**config.mk**
```make
export PLATFORM = sky130hd
export DESIGN_NAME = instruction_fetch_stage
export DESIGN_NICKNAME = d
export VERILOG_FILES = /design/src/rtl/instruction_fetch_stage.sv
export SDC_FILE = /design/constraint.sdc
export NUM_CORES = 1
export LEC_CHECK = 0
export ABC_AREA = 1
export CORE_ASPECT_RATIO = 1.4
export CORE_MARGIN = 2
export CORE_UTILIZATION = 47
export DETAILED_ROUTE_END_ITERATION = 12
export PLACE_DENSITY = 0.95
export REMOVE_ABC_BUFFERS = 1
export SETUP_SLACK_MARGIN = 0.1
export SLEW_MARGIN = 20
export SYNTH_ARGS = -nofsm -noshare
export SYNTH_HDL_FRONTEND = slang
export SYNTH_SLANG_ARGS = --single-unit
```
**constraint.sdc**
```tcl
create_clock -name Clk -period 2.15 [get_ports Clk]
set_clock_uncertainty 0.05 [all_clocks]
set_input_delay 0.3225 -clock Clk [delete_from_list [all_inputs] [get_ports Clk]]
set_output_delay 0.3225 -clock Clk [all_outputs]
set_load 0.005 [all_outputs]
```
**src/rtl/instruction_fetch_stage.sv**
```systemverilog
// Instruction fetch stage with IF/ID pipeline register.
// Holds the PC, drives instruction memory, selects the next PC from the
// sequential/branch/jump sources and registers the fetched word and its
// PC+4 for decode, with stall and redirect handling.
// Optional performance counters are enabled by defining IF_PERF_COUNTERS_EN.
module instruction_fetch_stage #(
    parameter logic [31:0] RESET_PC   = 32'h0000_0000,
    parameter int unsigned DELAY_SLOT = 1
) (
    input  logic        Clk,
    input  logic        Rst,
    input  logic        Stall,
    input  logic        BranchOut,
    input  logic [31:0] BranchAddress,
    input  logic        Jump,
    input  logic [31:0] JumpAddress,
    input  logic [31:0] ImemData,
    output logic [31:0] ImemAddr,
    output logic [31:0] Instruction,
    output logic [31:0] PCResult,
    output logic        Valid
`ifdef IF_PERF_COUNTERS_EN
    ,
    output logic [31:0] FetchCount,
    output logic [31:0] StallCount,
    output logic [31:0] SquashCount,
    output logic [15:0] StallEpisodes
`endif
);

    localparam logic [31:0] ResetPcAligned = {RESET_PC[31:2], 2'b00};
    localparam bit          SquashSlot     = (DELAY_SLOT == 0);

    logic [31:0] pc_q, pc_d;
    logic [31:0] instr_q, instr_d;
    logic [31:0] pcResult_q, pcResult_d;
    logic        valid_q, valid_d;

    logic [31:0] pcPlus4;
    logic        redirect;
    logic        squash;
    logic        unusedTargetBits;

    // Targets are word aligned, so the low two target bits carry no meaning.
    assign unusedTargetBits = ^{BranchAddress[1:0], JumpAddress[1:0]};

    assign pcPlus4  = pc_q + 32'd4;
    assign redirect = Jump | BranchOut;
    assign squash   = redirect && SquashSlot;

    // Next PC and IF/ID contents; a stall freezes everything and ignores redirects.
    always_comb begin
        pc_d       = pc_q;
        instr_d    = instr_q;
        pcResult_d = pcResult_q;
        valid_d    = valid_q;
        if (!Stall) begin
            if (Jump) begin
                pc_d = {JumpAddress[31:2], 2'b00};
            end else if (BranchOut) begin
                pc_d = {BranchAddress[31:2], 2'b00};
            end else begin
                pc_d = pcPlus4;
            end
            pcResult_d = pcPlus4;
            if (squash) begin
                instr_d = 32'h0000_0000;
                valid_d = 1'b0;
            end else begin
                instr_d = ImemData;
                valid_d = 1'b1;
            end
        end
    end

    // PC and IF/ID register; reset wins over stall and pending redirects.
    always_ff @(posedge Clk) begin
        if (Rst) begin
            pc_q       <= ResetPcAligned;
            instr_q    <= 32'h0000_0000;
            pcResult_q <= 32'h0000_0000;
            valid_q    <= 1'b0;
        end else begin
            pc_q       <= pc_d;
            instr_q    <= instr_d;
            pcResult_q <= pcResult_d;
            valid_q    <= valid_d;
        end
    end

    assign ImemAddr    = pc_q;
    assign Instruction = instr_q;
    assign PCResult    = pcResult_q;
    assign Valid       = valid_q;

`ifdef IF_PERF_COUNTERS_EN
    // The RUN/HOLD state mirrors the previous-cycle stall; it only feeds the counters.
    typedef enum logic {
        RUN  = 1'b0,
        HOLD = 1'b1
    } fetchState_e;

    fetchState_e state_q, state_d;

    logic [31:0] fetchCount_q, stallCount_q, squashCount_q;
    logic [15:0] stallEpisodes_q;

    // State register.
    always_ff @(posedge Clk) begin
        if (Rst) begin
            state_q <= RUN;
        end else begin
            state_q <= state_d;
        end
    end

    // Next-state logic tracking the stall input.
    always_comb begin
        state_d = state_q;
        case (state_q)
            RUN:     if (Stall)  state_d = HOLD;
            HOLD:    if (!Stall) state_d = RUN;
            default: state_d = RUN;
        endcase
    end

    // Event counters, all free-running and wrapping.
    always_ff @(posedge Clk) begin
        if (Rst) begin
            fetchCount_q    <= 32'd0;
            stallCount_q    <= 32'd0;
            squashCount_q   <= 32'd0;
            stallEpisodes_q <= 16'd0;
        end else begin
            if (!Stall && valid_d) fetchCount_q <= fetchCount_q + 32'd1;
            if (Stall) stallCount_q <= stallCount_q + 32'd1;
            if (!Stall && squash) squashCount_q <= squashCount_q + 32'd1;
            if (state_q == RUN && state_d == HOLD) stallEpisodes_q <= stallEpisodes_q + 16'd1;
        end
    end

    assign FetchCount    = fetchCount_q;
    assign StallCount    = stallCount_q;
    assign SquashCount   = squashCount_q;
    assign StallEpisodes = stallEpisodes_q;
`endif

endmodule

```
==> flow_metrics.py, run 1 <==
metrics = {
    "run_status": {
        "run_status": "completed",
    },
    "floorplan": {
        "die_y_um": 123.3,
        "coreArea_um2": 9899,
        "initial_utilization_pct": 48.23,
        "floorplan.rows": 43,
        "die-width_um": 89.19,
        "boundaryPins": 198,
        "design.die.area_um2": 10990,
    },
    "finish": {
        "syn2layout_area_growth_pct": 48.06,
        "diodes_inserted": 0,
        "fin_util_pct": 71.41,
        "final.fill_count": 819,
        "nNetsFinal": 991,
        "drive_above_1_share_pct": 7.279,
    },
    "drt": {
        "wire_length_reported_by_the_detailed_router_um": 15130,
        "drt_drc_violations_left": 0,
        "routedWlPerCell_um": 14.72,
        "drt-initial-drc-count": 278,
        "vias": 5330,
        "route.antenna.remaining_nets": 0,
        "router_iterations_before_antenna_repair": 5,
        "route.detailed.vias_per_inst": 5.185,
    },
    "hold_path": {
        "timing.hold.worst.class": "in2reg",
    },
    "sta": {
        "fin_crit_sh_pct": 83.40,
        "finalCriticalPeriod_ps": 1793,
        "report.final.slew_viol_count": 0,
        "final.setup.tns_ps": 0,
        "maxClockFrequency_mhz": 557.7,
        "tightestPinTransition_ps": 511.9,
        "timing.final.hold_violations": 0,
        "finalSetupViolations": 0,
        "timing.max_slew.rel_slack_pct": 65.87,
        "rsz_0062_raised_after_global_routing": "false",
    },
    "setup_path": {
        "data_arrival_critical_path_ps": 1970,
        "crit_type": "reg2reg",
        "crit_path_end_kind": "flip-flop",
        "critical_path_required_ps": 2330,
        "critical_path.max_fanout": 7,
        "critical_path_start_type": "flip-flop",
    },
    "synth": {
        "synthesis.area_um2": 4775,
        "yosysSeqAreaShare_pct": 38.99,
        "distinct_cell_type_count_after_synthesis": 28,
        "synth_warnings": 0,
        "synth.ff_latch_count": 93,
        "mean_instance_size_in_the_synthesized_netlist_um2": 6.650,
        "syn-instance-count": 718,
    },
    "power_and_ir_drop": {
        "p_leak_uw": 0.002889,
        "power.total_uw": 4434,
        "vdd_ir_drop_max_v": 0.0003696,
        "power.density_nw_per_um2": 627.2,
    },
    "clock_tree": {
        "tritoncts.num_buffers": 9,
        "cts_hold_buf": 0,
        "post_cts_resize_count": 0,
        "clock_tree.root_cell": "sky130_fd_sc_hd__clkbuf_16",
        "worstSkewPairLatency_ps": 340,
        "setup_repair_bufs_after_cts": 0,
        "cts_tree": "built",
        "clock_pin_slew_on_the_worst_setup_and_hold_paths_ps": 70,
        "h-tree-depth": 3,
        "numClockSinks": 93,
        "max_clock_buf_depth": 2,
    },
    "global_routing": {
        "grt-ovfl-total": 0,
        "first_pass_grt_wire_length_um": 23320,
        "antenna_found_initial": 0,
        "grt_pass1_vias": 5068,
        "grt_max_degree": 57,
        "grt.total_usage_pct": 27.03,
    },
    "placed_design": {
        "gp_routability_congestion": 0.8694,
        "port_buffers": 189,
        "hpwlAfterDp_um": 10980,
    },
    "run": {
        "drv.max_cap_violation_count": 0,
    },
}
flip-flops by register name (all words and copies together), names as in the netlist:
signal,flops
Instruction,32
ImemAddr,30
PCResult,30
Valid,1
cells in the final DEF (no fill, tap or decap):
| cell type | netlist | routed |
|---|---|---|
| sky130_fd_sc_hd__clkbuf_16 | 0 | 9 |
| sky130_fd_sc_hd__buf_4 | 5 | 11 |
| sky130_fd_sc_hd__nand2_2 | 5 | 5 |
| sky130_fd_sc_hd__buf_2 | 12 | 2 |
| sky130_fd_sc_hd__dfxtp_1 | 93 | 93 |
| sky130_fd_sc_hd__xor2_1 | 5 | 5 |
| sky130_fd_sc_hd__clkinv_2 | 0 | 1 |
| sky130_fd_sc_hd__nand3_2 | 3 | 3 |
| sky130_fd_sc_hd__xnor2_1 | 4 | 4 |
| sky130_fd_sc_hd__inv_6 | 0 | 2 |
| sky130_fd_sc_hd__clkinvlp_4 | 0 | 3 |
| sky130_fd_sc_hd__and2_1 | 2 | 2 |
| sky130_fd_sc_hd__clkinv_1 | 2 | 1 |
| sky130_fd_sc_hd__o21ai_0 | 87 | 87 |
| sky130_fd_sc_hd__nor2_1 | 165 | 165 |
| sky130_fd_sc_hd__a31oi_1 | 2 | 2 |
| sky130_fd_sc_hd__a21oi_1 | 53 | 53 |
| sky130_fd_sc_hd__conb_1 | 1 | 4 |
| sky130_fd_sc_hd__buf_12 | 0 | 3 |
| sky130_fd_sc_hd__nor2_2 | 9 | 9 |
| sky130_fd_sc_hd__nand3_1 | 48 | 48 |
| sky130_fd_sc_hd__nand3b_1 | 1 | 1 |
| sky130_fd_sc_hd__o211ai_1 | 20 | 20 |
| sky130_fd_sc_hd__nor2_4 | 6 | 6 |
| sky130_fd_sc_hd__bufinv_16 | 0 | 1 |
| sky130_fd_sc_hd__clkdlybuf4s50_1 | 0 | 187 |
| sky130_fd_sc_hd__o21ai_1 | 1 | 1 |
| sky130_fd_sc_hd__nand2_1 | 94 | 94 |
| sky130_fd_sc_hd__ha_1 | 1 | 1 |
| sky130_fd_sc_hd__nand4_1 | 2 | 2 |
| sky130_fd_sc_hd__inv_2 | 0 | 1 |
| sky130_fd_sc_hd__inv_1 | 59 | 58 |
| sky130_fd_sc_hd__a21oi_2 | 7 | 7 |
| sky130_fd_sc_hd__nand2_4 | 2 | 2 |
through the flow:
stage / worst slack, ps / hold slack (ps) / std cells / area, um2
floorplan: -491.4 / 344.9 / 675 / 4579
finish: 356.9 / 297.0 / 1028 / 7069
global route: 123.4 / 326.6 / 1028 / 7069
global placement: 411.0 / 405.2 / 1013 / 6774
CTS: 344.3 / 286.0 / 1028 / 7069
detailed placement: 399.8 / 416.9 / 1013 / 6774
Yosys cell counts (all sizes together):
cell / number / area share (%)
nand3: 51 / 5.7
and2: 2 / 0.26
nand2: 101 / 8.5
nand4: 2 / 0.26
a31oi: 2 / 0.26
buf: 18 / 2.1
xnor2: 4 / 0.73
o21ai: 88 / 9.2
o211ai: 20 / 3.1
a21oi: 60 / 6.8
nor2: 180 / 16
dfxtp: 93 / 39
conb: 1 / 0.079
ha: 1 / 0.26
nand3b: 1 / 0.16
clkinv: 2 / 0.16
inv: 59 / 4.6
xor2: 5 / 0.92
clkbuf: 28 / 2.2
worst max-delay path: stages, from the launching register on:
cell and delay, ps:
sky130_fd_sc_hd__dfxtp_1 410, sky130_fd_sc_hd__ha_1 230, sky130_fd_sc_hd__nand2_1 90, sky130_fd_sc_hd__nor2_2 220
sky130_fd_sc_hd__nand2_4 140, sky130_fd_sc_hd__nor2_4 150, sky130_fd_sc_hd__nand2_1 70, sky130_fd_sc_hd__nand2_1 70
sky130_fd_sc_hd__nand3_1 80, sky130_fd_sc_hd__nand2_1 100, sky130_fd_sc_hd__a21oi_2 60
power by group:
part	switching (uW)	internal, uW
registers	109	1850
clock network	685	902
logic	385	505
total	1180	3250
cell families (layout without fill, tap and decap cells):
logic type,count (synthesis),in the layout,share of synthesized area [%]
simple gates,337,337,30.42
fa+ha+maj,1,1,0.2620
other cells,1,4,0.07854
buf+inv,107,279,9.120
xor+xnor,9,9,1.651
flops,93,93,38.99
compound gates,170,170,19.47
metal layers:
layer	GRT usage [%]	vias to the layer above	wire length, um
li1	-	2667	-
met1	29.48	2445	5620
met2	49.17	181	8017
met3	5.674	37	968
met4	11.75	0	521
met5	0	-	0
path summary, 6_finish.rpt:
| check | slack (ps) | cells past startpoint | start | endpoint |
|---|---|---|---|---|
| min | 300 | 3 | Jump | ImemAddr[3] |
| max reg2reg | 360 | 10 | ImemAddr[2] | ImemAddr[20] |
| min reg2reg | 430 | 2 | Valid | Valid |
| max | 360 | 10 | ImemAddr[2] | ImemAddr[20] |
final cells by class:
type / instances / area [um2] / area share, %
clock buffer: 9 / 225.2 / 3.186
sequential: 93 / 1862 / 26.34
tap: 135 / 168.9 / 2.389
multi-input combinational: 521 / 2489 / 35.20
inverter: 61 / 230.2 / 3.257
clock inverter: 6 / 70.07 / 0.9912
timing repair buffer: 203 / 2024 / 28.64
Note: power is estimated with default switching activity, not from simulation.
==> run 2, diff against run 1 <==
--- a/config.mk
+++ b/config.mk
@@ -8,9 +8,9 @@
 export ABC_AREA = 1
 export CORE_ASPECT_RATIO = 1.4
 export CORE_MARGIN = 2
-export CORE_UTILIZATION = 47
+export CORE_UTILIZATION = 43
 export DETAILED_ROUTE_END_ITERATION = 12
-export PLACE_DENSITY = 0.95
+export PLACE_DENSITY = 0.91
 export REMOVE_ABC_BUFFERS = 1
 export SETUP_SLACK_MARGIN = 0.1
 export SLEW_MARGIN = 20
==> constraint.sdc (replaced) <==
create_clock -name Clk -period 1.71 [get_ports Clk]
set_clock_uncertainty 0.05 [all_clocks]
set_input_delay 0.2565 -clock Clk [delete_from_list [all_inputs] [get_ports Clk]]
set_output_delay 0.2565 -clock Clk [all_outputs]
set_load 0.005 [all_outputs]
==> run 2 against run 1 <==
Against the previous run:
- global-route usage decreased by 1.4 points
- register-to-register slack worse by 180 ps
- clock power is 28% higher
- first-iteration DRC count decreased by 23%
- sequential power increased by 24%
- sequential share of layout area decreased by 0.83 points
- final cell count up 3.6%
- worst setup slack lost 250 ps
- combinational power rose by 36%
- core utilization down 2.3 points
- clock-buffer cell count is 2 higher
- critical path depth is 8 lower
- critical path type is now reg2out
- largest cell class unchanged
==> flow_metrics.py, run 2 (synthesized netlist as in run 1, its figures left out) <==
metrics = {
    "setup_path": {
        "cp-startpoint": "ImemAddr[17]",
        "crit_path_end_kind": "output port",
        "critPathMaxStageDelay_ps": 490,
        "critical_path.top_delay_family": "buffers and inverters",
        "crit_type": "reg2out",
        "setup.reg_to_reg.worst_slack_ps": 180,
        "critical_path.max_fanout": 4,
        "critical_path_required_ps": 1400,
        "data_arrival_critical_path_ps": 1300,
        "critical_path_start_type": "flip-flop",
        "crit_buf_inv": 2,
        "critPathSlowestCell": "sky130_fd_sc_hd__clkdlybuf4s50_1",
        "crit_path_cell_trace": "buf_4 -> clkdlybuf4s50_1",
        "worst_r2r_startpoint": "ImemAddr[2]",
    },
    "power_and_ir_drop": {
        "p_leak_uw": 0.003216,
        "power_switching_share_pct": 26.34,
        "vdd_ir_drop_max_v": 0.0004320,
        "clkPwrFrac_pct": 35.7,
        "power.density_nw_per_um2": 762.2,
        "p_int_uw": 4192,
        "p_seq_share_pct": 42.9,
        "combinationalPowerShare_pct": 21.3,
        "switching_power_uw": 1499,
    },
    "clock_tree": {
        "tritoncts.num_buffers": 9,
        "h-tree-depth": 3,
        "cts_tree": "built",
        "clock_pin_slew_on_the_worst_setup_and_hold_paths_ps": 60,
        "cts_hold_buf": 0,
        "clock_tree.root_cell": "sky130_fd_sc_hd__clkbuf_16",
        "max_clock_buf_depth": 2,
        "numClockSinks": 93,
        "worstSkewPairLatency_ps": 340,
    },
    "drt": {
        "vias": 5428,
        "top_layer": "met4",
        "drt-met1-wl_um": 5924,
        "router_iterations_before_antenna_repair": 4,
        "route.detailed.vias_per_inst": 5.097,
        "wire_length_reported_by_the_detailed_router_um": 15600,
        "wl_met3_um": 815,
        "routedWlPerCell_um": 14.65,
        "drt-initial-drc-count": 214,
        "drt_drc_violations_left": 0,
        "route.antenna.remaining_nets": 0,
        "wl_met2_um": 8294,
    },
    "global_routing": {
        "grt.total_usage_pct": 25.59,
        "grt-ovfl-total": 0,
        "first_pass_grt_wire_length_um": 24720,
        "grt_pass1_vias": 5206,
        "antenna_found_initial": 0,
        "grt_max_degree": 68,
    },
    "floorplan": {
        "die_y_um": 128.7,
        "initial_utilization_pct": 44.17,
        "design.die.area_um2": 11970,
        "die-width_um": 93.06,
        "floorplan.rows": 45,
        "coreArea_um2": 10810,
        "boundaryPins": 198,
    },
    "sta": {
        "rsz_0062_raised_after_global_routing": "true",
        "report.final.slew_viol_count": 0,
        "fin_crit_sh_pct": 93.67,
        "timing.final.hold_violations": 0,
        "final.setup.tns_ps": 0,
        "maxClockFrequency_mhz": 624.3,
        "finalSetupViolations": 0,
        "finalCriticalPeriod_ps": 1602,
    },
    "finish": {
        "nNetsFinal": 1021,
        "mostFrequentLayoutCells": "sky130_fd_sc_hd__clkdlybuf4s50_1 (171), sky130_fd_sc_hd__nor2_1 (155), sky130_fd_sc_hd__nand2_1 (87)",
        "instances_no_fill": 1065,
        "final.fill_count": 893,
        "largest_register_ff_count": 32,
        "final_common_cell": "sky130_fd_sc_hd__clkdlybuf4s50_1",
        "diodes_inserted": 0,
        "drive_above_1_share_pct": 15.48,
        "syn2layout_area_growth_pct": 56.39,
    },
    "run_status": {
        "run_status": "completed",
    },
    "placed_design": {
        "port_buffers": 189,
        "place_inst": 1035,
        "hpwlAfterDp_um": 11190,
        "gp_routability_congestion": 0.9157,
    },
    "hold_path": {
        "hold_path_startpoint": "Jump",
        "timing.hold.worst.class": "in2reg",
    },
    "run": {
        "drv.max_cap_violation_count": 0,
    },
}
-- run 2: tightest hold or removal path: stages --
cell and delay (ps):
sky130_fd_sc_hd__buf_2 150, sky130_fd_sc_hd__nor2_1 60, sky130_fd_sc_hd__nand2_1 70, sky130_fd_sc_hd__a21oi_2 50
-- run 2: final timing paths --
kind / to / cells past startpoint
worst max register to register: PCResult[22] / 10
worst min-delay path: ImemAddr[23] / 4
worst max-delay path: ImemAddr[17] / 2
worst min register to register: Valid / 2
-- run 2: repair_timing --
item / 4_1_cts / 5_1_grt
pin swaps: 4 / 11
setup endpoints to repair: 47 / 46
setup buffers: 9 / 5
gates resized for setup: 39 / 38
hold endpoints to repair: 0 / 0
-- run 2: through the flow --
stage | setup slack, ps | area (um2) | total power, uW | utilization (%) | hold slack, ps
6_report | 108.3 | 7467 | 5692 | 69.07 | 239.1
5_1_grt | 67.39 | 7467 | 5938 | 69.07 | 258.0
4_1_cts | 62.53 | 7327 | 5713 | 67.78 | 231.4
3_5_place_dp | 13.04 | 6927 | 3667 | 64.07 | 407.5
3_3_place_gp | 92.12 | 6927 | 3638 | 64.07 | 399.4
2_1_floorplan | -865.4 | 4579 | 2892 | - | 278.9
-- run 2: power groups by stage --
stage	Clock (uW)	Sequential [uW]	Combinational, uW
after detailed placement	0	2490	1180
after global routing	2140	2460	1330
after CTS	2060	2440	1210
after floorplan	0	2490	398
final	2030	2440	1210
after global placement	0	2480	1160
-- run 2: cell type report --
| type | instances | area [um2] | area share (%) |
|---|---|---|---|
| Sequential cell | 93 | 1904 | 25.50 |
| Inverter | 61 | 230.2 | 3.083 |
| Clock inverter | 5 | 58.81 | 0.7875 |
| Clock buffer | 11 | 242.7 | 3.251 |
| Multi-Input combinational cell | 521 | 2566 | 34.37 |
| Timing Repair Buffer | 233 | 2288 | 30.65 |
| Tap cell | 141 | 176.4 | 2.363 |
-- run 2: metal layers --
| layer | up-vias | GRT usage [%] |
|---|---|---|
| li1 | 2714 | - |
| met1 | 2491 | 27.96 |
| met2 | 181 | 47.49 |
| met3 | 42 | 4.391 |
| met4 | 0 | 12.20 |
| met5 | - | 0 |
==> run 3, diff against run 2 <==
--- a/config.mk
+++ b/config.mk
@@ -6,9 +6,11 @@
 export NUM_CORES = 1
 export LEC_CHECK = 0
 export ABC_AREA = 1
+export ABC_CLOCK_PERIOD_IN_PS = 1710
 export CORE_ASPECT_RATIO = 1.4
 export CORE_MARGIN = 2
 export CORE_UTILIZATION = 43
+export CTS_CLUSTER_DIAMETER = 50
 export DETAILED_ROUTE_END_ITERATION = 12
 export PLACE_DENSITY = 0.91
 export REMOVE_ABC_BUFFERS = 1
==> results of run 3 <==
Same layout as run 2: the final DEF is identical, and so are final timing and power.
